<file path="config.mk">
export PLATFORM = sky130hd
export DESIGN_NAME = lsu_rmw
export DESIGN_NICKNAME = d
export VERILOG_FILES = /design/src/rtl/lsu_pkg.sv /design/src/rtl/lsu_align.sv /design/src/rtl/lsu_rmw.sv
export SDC_FILE = /design/constraint.sdc
export NUM_CORES = 1
export LEC_CHECK = 0
export ABC_CLOCK_PERIOD_IN_PS = 3900
export BUFFER_PORTS_ARGS = -buffer_cell sky130_fd_sc_hd__buf_2
export CORE_UTILIZATION = 45
export CTS_CLUSTER_DIAMETER = 150
export CTS_CLUSTER_SIZE = 40
export DETAILED_ROUTE_END_ITERATION = 12
export MAX_ROUTING_LAYER = met4
export PLACE_DENSITY_LB_ADDON = 0.08
export SLEW_MARGIN = 20
export SYNTH_ARGS = -nofsm -noshare
export SYNTH_HDL_FRONTEND = slang
export SYNTH_SLANG_ARGS = --single-unit
</file>
<file path="constraint.sdc">
create_clock -name clk -period 3.9 [get_ports clk]
set_input_delay 0.39 -clock clk [delete_from_list [all_inputs] [get_ports clk]]
set_output_delay 0.39 -clock clk [all_outputs]
set_load 0.02 [all_outputs]
</file>
<file path="src/rtl/lsu_pkg.sv">
// Shared constants and FSM encoding for the load/store unit that fronts the word-only ram.
package lsu_pkg;

   localparam logic [1:0] SIZE_BYTE = 2'b00;
   localparam logic [1:0] SIZE_HALF = 2'b01;
   localparam logic [1:0] SIZE_WORD = 2'b10;
   localparam logic [1:0] SIZE_RSVD = 2'b11;

   typedef enum logic [1:0] {
      ST_IDLE   = 2'b00,
      ST_ACCESS = 2'b01,
      ST_MERGE  = 2'b10,
      ST_RESP   = 2'b11
   } lsu_state_e;

endpackage

</file>
<file path="src/rtl/lsu_align.sv">
// Lane datapath: picks and extends the addressed byte/half of a read word for loads,
// and splices store data into the addressed lane of a read word for sub-word stores.
module lsu_align
   import lsu_pkg::*;
(
   input  logic [31:0] rdata_i,
   input  logic [1:0]  offset_i,
   input  logic [1:0]  size_i,
   input  logic        unsigned_i,
   input  logic [31:0] wdata_i,
   output logic [31:0] load_o,
   output logic [31:0] merge_o
);

   logic [7:0]  byte_s;
   logic [15:0] half_s;

   // Lane select, extension and merge for the latched access size.
   always_comb begin
      byte_s  = rdata_i[{offset_i, 3'b000} +: 8];
      half_s  = rdata_i[{offset_i[1], 4'b0000} +: 16];
      load_o  = rdata_i;
      merge_o = rdata_i;
      case (size_i)
         SIZE_BYTE: begin
            load_o = unsigned_i ? {24'h000000, byte_s} : {{24{byte_s[7]}}, byte_s};
            merge_o[{offset_i, 3'b000} +: 8] = wdata_i[7:0];
         end
         SIZE_HALF: begin
            load_o = unsigned_i ? {16'h0000, half_s} : {{16{half_s[15]}}, half_s};
            merge_o[{offset_i[1], 4'b0000} +: 16] = wdata_i[15:0];
         end
         default: begin
            load_o  = rdata_i;
            merge_o = wdata_i;
         end
      endcase
   end

endmodule

</file>
<file path="src/rtl/lsu_rmw.sv">
// Load/store unit: turns byte/half/word requests into whole-word ram accesses,
// using read-modify-write for sub-word stores, with alignment and range faulting.
module lsu_rmw
   import lsu_pkg::*;
#(
   parameter int unsigned RAM_SIZE = 32
) (
   input  logic        clk,
   input  logic        rst,
   input  logic        req_valid,
   output logic        req_ready,
   input  logic        req_we,
   input  logic [1:0]  req_size,
   input  logic        req_unsigned,
   input  logic [31:0] req_addr,
   input  logic [31:0] req_wdata,
   output logic        rsp_valid,
   output logic [31:0] rsp_rdata,
   output logic        rsp_fault,
   output logic        mem_we,
   output logic [31:0] mem_addr,
   output logic [31:0] mem_wdata,
   input  logic [31:0] mem_rdata
);

   localparam logic [29:0] RAM_WORDS = 30'(RAM_SIZE);

   lsu_state_e  state_q, state_d;
   logic        we_q, we_d;
   logic [1:0]  size_q, size_d;
   logic        uns_q, uns_d;
   logic [31:0] addr_q, addr_d;
   logic [31:0] wdata_q, wdata_d;
   logic        mem_we_q, mem_we_d;
   logic [31:0] mem_wdata_q, mem_wdata_d;
   logic        rsp_valid_q, rsp_valid_d;
   logic [31:0] rsp_rdata_q, rsp_rdata_d;
   logic        rsp_fault_q, rsp_fault_d;

   logic        fault_s;
   logic [31:0] load_s;
   logic [31:0] merge_s;

   lsu_align u_align (
      .rdata_i   (mem_rdata),
      .offset_i  (addr_q[1:0]),
      .size_i    (size_q),
      .unsigned_i(uns_q),
      .wdata_i   (wdata_q),
      .load_o    (load_s),
      .merge_o   (merge_s)
   );

   // Fault check on the incoming request; word index at or above RAM_SIZE never reaches the ram.
   always_comb begin
      fault_s = (req_size == SIZE_RSVD)
              | ((req_size == SIZE_HALF) & req_addr[0])
              | ((req_size == SIZE_WORD) & (req_addr[1:0] != 2'b00))
              | (req_addr[31:2] >= RAM_WORDS);
   end

   // Next-state and registered-output decode.
   always_comb begin
      state_d     = state_q;
      we_d        = we_q;
      size_d      = size_q;
      uns_d       = uns_q;
      addr_d      = addr_q;
      wdata_d     = wdata_q;
      mem_we_d    = 1'b0;
      mem_wdata_d = mem_wdata_q;
      rsp_valid_d = 1'b0;
      rsp_rdata_d = 32'h0000_0000;
      rsp_fault_d = 1'b0;
      case (state_q)
         ST_IDLE: begin
            if (req_valid) begin
               we_d    = req_we;
               size_d  = req_size;
               uns_d   = req_unsigned;
               addr_d  = req_addr;
               wdata_d = req_wdata;
               if (fault_s) begin
                  state_d     = ST_RESP;
                  rsp_valid_d = 1'b1;
                  rsp_fault_d = 1'b1;
               end else begin
                  state_d = ST_ACCESS;
                  // Full-word stores write straight away in ACCESS, no read needed.
                  if (req_we && (req_size == SIZE_WORD)) begin
                     mem_we_d    = 1'b1;
                     mem_wdata_d = req_wdata;
                  end else begin
                     mem_we_d = 1'b0;
                  end
               end
            end else begin
               state_d = ST_IDLE;
            end
         end
         ST_ACCESS: begin
            if (!we_q) begin
               state_d     = ST_RESP;
               rsp_valid_d = 1'b1;
               rsp_rdata_d = load_s;
            end else if (size_q == SIZE_WORD) begin
               state_d     = ST_RESP;
               rsp_valid_d = 1'b1;
            end else begin
               state_d     = ST_MERGE;
               mem_we_d    = 1'b1;
               mem_wdata_d = merge_s;
            end
         end
         ST_MERGE: begin
            state_d     = ST_RESP;
            rsp_valid_d = 1'b1;
         end
         ST_RESP: begin
            state_d = ST_IDLE;
         end
         default: begin
            state_d = ST_IDLE;
         end
      endcase
   end

   // State and latched request registers.
   always_ff @(posedge clk) begin
      if (rst) begin
         state_q     <= ST_IDLE;
         we_q        <= 1'b0;
         size_q      <= 2'b00;
         uns_q       <= 1'b0;
         addr_q      <= 32'h0000_0000;
         wdata_q     <= 32'h0000_0000;
         mem_we_q    <= 1'b0;
         mem_wdata_q <= 32'h0000_0000;
         rsp_valid_q <= 1'b0;
         rsp_rdata_q <= 32'h0000_0000;
         rsp_fault_q <= 1'b0;
      end else begin
         state_q     <= state_d;
         we_q        <= we_d;
         size_q      <= size_d;
         uns_q       <= uns_d;
         addr_q      <= addr_d;
         wdata_q     <= wdata_d;
         mem_we_q    <= mem_we_d;
         mem_wdata_q <= mem_wdata_d;
         rsp_valid_q <= rsp_valid_d;
         rsp_rdata_q <= rsp_rdata_d;
         rsp_fault_q <= rsp_fault_d;
      end
   end

   // A reset arriving during the write cycle must suppress that write, hence the rst gate.
   assign mem_we    = mem_we_q & ~rst;
   assign mem_addr  = {addr_q[31:2], 2'b00};
   assign mem_wdata = mem_wdata_q;
   assign req_ready = (state_q == ST_IDLE);
   assign rsp_valid = rsp_valid_q;
   assign rsp_rdata = rsp_rdata_q;
   assign rsp_fault = rsp_fault_q;

endmodule

</file>
==> summary.md <==
| Metric | Value |
|---|---|
| Outcome | `completed` |
| Post-DP HPWL | `14.5 mm` |
| Most frequent cell after synthesis | `nand2_1` |
| Final setup fails | `0` |
| Int Power | `2.98 mW` |
| Die area | `0.0159 sq mm` |
| CTS tree | `done` |
| Post-Synth Simple-Gate Area | `22.8%` |
| Vias in the first global route | `6,025` |
| Root Buffer | `clkbuf_16` |
| CTS Hold Bufs | `0` |
| Drt first-iter violations | `528` |
| Critical Path Fanout Max | `27` |
| Drt total wl | `21.0 mm` |
| I/O pin count | `203` |
| Layout Nets | `1,125` |
| Mux contribution to synthesized area | `7.39%` |
| CTS Buffer Depth | `2` |
| Asr flop ratio synth | `0%` |
| Worst-path clk slew | `0.06 ns` |
| Slew Viols, Final | `0` |
| Core footprint | `0.0148 sq mm` |
| Max frequency | `380 MHz` |
| Compound-cell area share of the yosys netlist | `20.1%` |
| CTS buffer count | `17` |
| DP Cell Count | `1,178` |
| Most common flop cell mapped by yosys | `dfxtp_1` |
| Flop pwr share | `36.6%` |
| Critical path capture point type | `flop` |
| RSZ-0062 raised after global routing | `no` |
| Setup crit start kind | `flop` |
| Final period util | `67.5%` |
| Minimum clock period after layout | `2.63 ns` |
| ANT cells | `0` |
| Final Hold Viols | `0` |
| Starting Density | `46.8%` |
| Initial antenna violation count | `0` |
| Max_cap viols | `0` |
| First drt pass iteration count | `7` |
| Post-synthesis sequential area ratio | `39.7%` |
| RePlAce Congestion | `0.894` |
| Adder-Cell Fraction of Synth Area | `1.63%` |
| Top Layer Used | `met4` |
| Largest net degree at the start of global routing | `82` |
| DRC | `0` |
| Yosys top cell area share | `39.7%` |
| M1 WL | `9.60 mm` |
| Max VDD drop | `0.000339 V` |
| Post-cts resize count | `0` |
| Post-synth EDFFs | `0` |
| Worst r2r src | `state_q[1]$_SDFF_PP0_` |
| Clk_lat worst skew | `0.43 ns` |
| Area occupied by multi-input gates | `0.00361 sq mm` |
| Share of layout cells above drive strength 1 | `25.0%` |
| Overall routing resource usage | `27.1%` |
| FILL cells | `1,438` |
| Crit path from | `state_q[1]$_SDFF_PP0_` |
| H-tree depth | `4` |
| Yosys reg bits | `137` |
| Combinational Power Share | `24.0%` |
| Critical path data arrival time | `2.99 ns` |
| First-pass GRT wire length | `32.5 mm` |
| Total congestion overflow | `0` |
| Routed vias/inst | `5.52` |
| Postcts setup bufs | `0` |
| Num rows | `44` |
| Synthesized area | `0.00691 sq mm` |
| CP Data Required Time | `4.25 ns` |
| Synth top cells by count | `nand2_1, dfxtp_1, a21oi_1, nor2_1, mux2i_1` |
| Synth Area in XOR/XNOR | `0%` |
| Via count | `6,676` |
| Largest family of logic cells by synthesized area | `simple AND/OR/NAND/NOR gates` |
| Routed met3 length | `1.48 mm` |
| Min-delay worst type | `primary input to flop` |
| Tightest Pin Transition | `1.02 ns` |
| Post-Syn Instances | `881` |
| Die width | `126 microns` |
| Cell taking the most area after synthesis | `dfxtp_1` |
| LEAKAGE | `3.75 nW` |
| CTS sink count | `137` |
| DIE HEIGHT | `126 microns` |
| Setup CP Type | `flop to flop` |
| Number of unique standard cell types used by synthesis | `51` |
| Reg area | `0.00274 sq mm` |
| Non-Filler Instances | `1,210` |
| Met2 routed WL | `9.50 mm` |
| Buffers on Ports | `200` |
| Worst clock skew | `0.00667 ns` |
| Top cells by area, synth | `dfxtp_1, nand2_1, a21oi_1` |
| Area growth, synth to finish | `20.8%` |
| Routed Antenna Nets | `0` |
| DR WL/cell | `17.3 microns` |
| Synth warnings | `0` |
| Sw Share | `32.4%` |
| Psw | `1.42 mW` |
| Min-delay src | `req_addr[4]` |
| Setup_tns | `0 ns` |
| Syn_area_per_cell | `7.84 sq um` |
| Worst rel slew slack | `31.8%` |
| Clk pwr share | `39.4%` |
| Cell Pwr Density | `527 mW/mm^2` |
## per-stage QoR
stage	hold slack, ns	cell area, sq um	setup slack (ns)	utilization, %	total power [mW]
5_1_grt	0.200	8350	1.05	56.6	4.60
3_3_place_gp	0.440	7700	1.37	52.2	2.68
4_1_cts	0.193	8350	1.25	56.6	4.42
3_5_place_dp	0.446	7710	1.27	52.3	2.68
2_1_floorplan	0.436	6910	1.54	-	2.39
6_report	0.204	8350	1.27	56.6	4.40
## area by class of cell
| cell class | count | area share [%] |
|---|---|---|
| multi-input combinational | 634 | 43.2 |
| sequential | 137 | 32.9 |
| clock inverter | 14 | 2.37 |
| inverter | 13 | 0.585 |
| tap | 184 | 2.76 |
| clock buffer | 18 | 5.26 |
| timing repair buffer | 210 | 12.9 |
## placed cells by master, fill, tap and decap left out, types with 2 or more instances in the layout
cell type and count:
nand2_1 200, buf_2 199, dfxtp_1 136, a21oi_1 124, nor2_1 55, mux2i_1 51
nand2b_1 38, o21ai_0 31, a211o_1 17, clkbuf_16 17, nor3b_1 16, inv_1 12
buf_4 11, nand3_1 8, o211ai_1 8, a311o_1 8, ha_1 8, a221oi_1 7
a222oi_1 7, a22oi_1 7, nor4_1 6, nor3_1 6, clkinv_4 5, nor2b_1 4
bufinv_16 4, o21bai_1 3, o2bb2ai_1 3, or2_2 2, a41o_1 2, conb_1 2
clkinvlp_4 2, clkinv_2 2
## power groups by stage
stage | Clock [mW] | Combinational (mW) | Sequential (mW)
2_1_floorplan | 0 | 0.739 | 1.65
3_3_place_gp | 0 | 1.04 | 1.63
3_5_place_dp | 0 | 1.04 | 1.64
4_1_cts | 1.76 | 1.05 | 1.61
5_1_grt | 1.82 | 1.15 | 1.62
6_report | 1.73 | 1.06 | 1.61
## logic make-up after synthesis
logic type | Yosys count
DFF | 137
AOI/OAI and AO/OA | 225
adders and majority gates | 9
and+or+nand+nor | 347
buffers and inverters | 111
muxes | 51
other | 1
## state kept, by name, summed over array words and instances (netlist names)
name / flops
uns_q: 1
state_q: 2
rsp_rdata: 32
rsp_fault: 1
mem_wdata: 32
we_q: 1
addr_q: 32
size_q: 2
mem_we_q: 1
rsp_valid: 1
wdata_q: 32
## routing by layer
layer / vias up / track usage [%]
met5: - / -
met4: 0 / 9.57
met3: 34 / 5.86
met2: 272 / 41.1
met1: 3117 / 35.6
li1: 3253 / -
## critical path: stages, from the launching register on
cell and delay [ns]:
dfxtp_1 0.33, inv_1 0.09, ha_2 0.50, a21boi_1 0.31
nor4_1 0.12, a21oi_4 0.51, buf_4 0.44, mux2i_1 0.25
## final timing paths
| path | slack (ns) | cells past startpoint | to |
|---|---|---|---|
| setup reg to reg | 1.27 | 7 | mem_wdata[31]$_SDFFE_PP0P_ |
| hold reg to reg | 0.46 | 2 | addr_q[16]$_SDFFE_PP0P_ |
| setup / recovery | 1.27 | 7 | mem_wdata[31]$_SDFFE_PP0P_ |
| hold / removal | 0.20 | 3 | addr_q[4]$_SDFFE_PP0P_ |
Power figures use the tool's default switching activity.
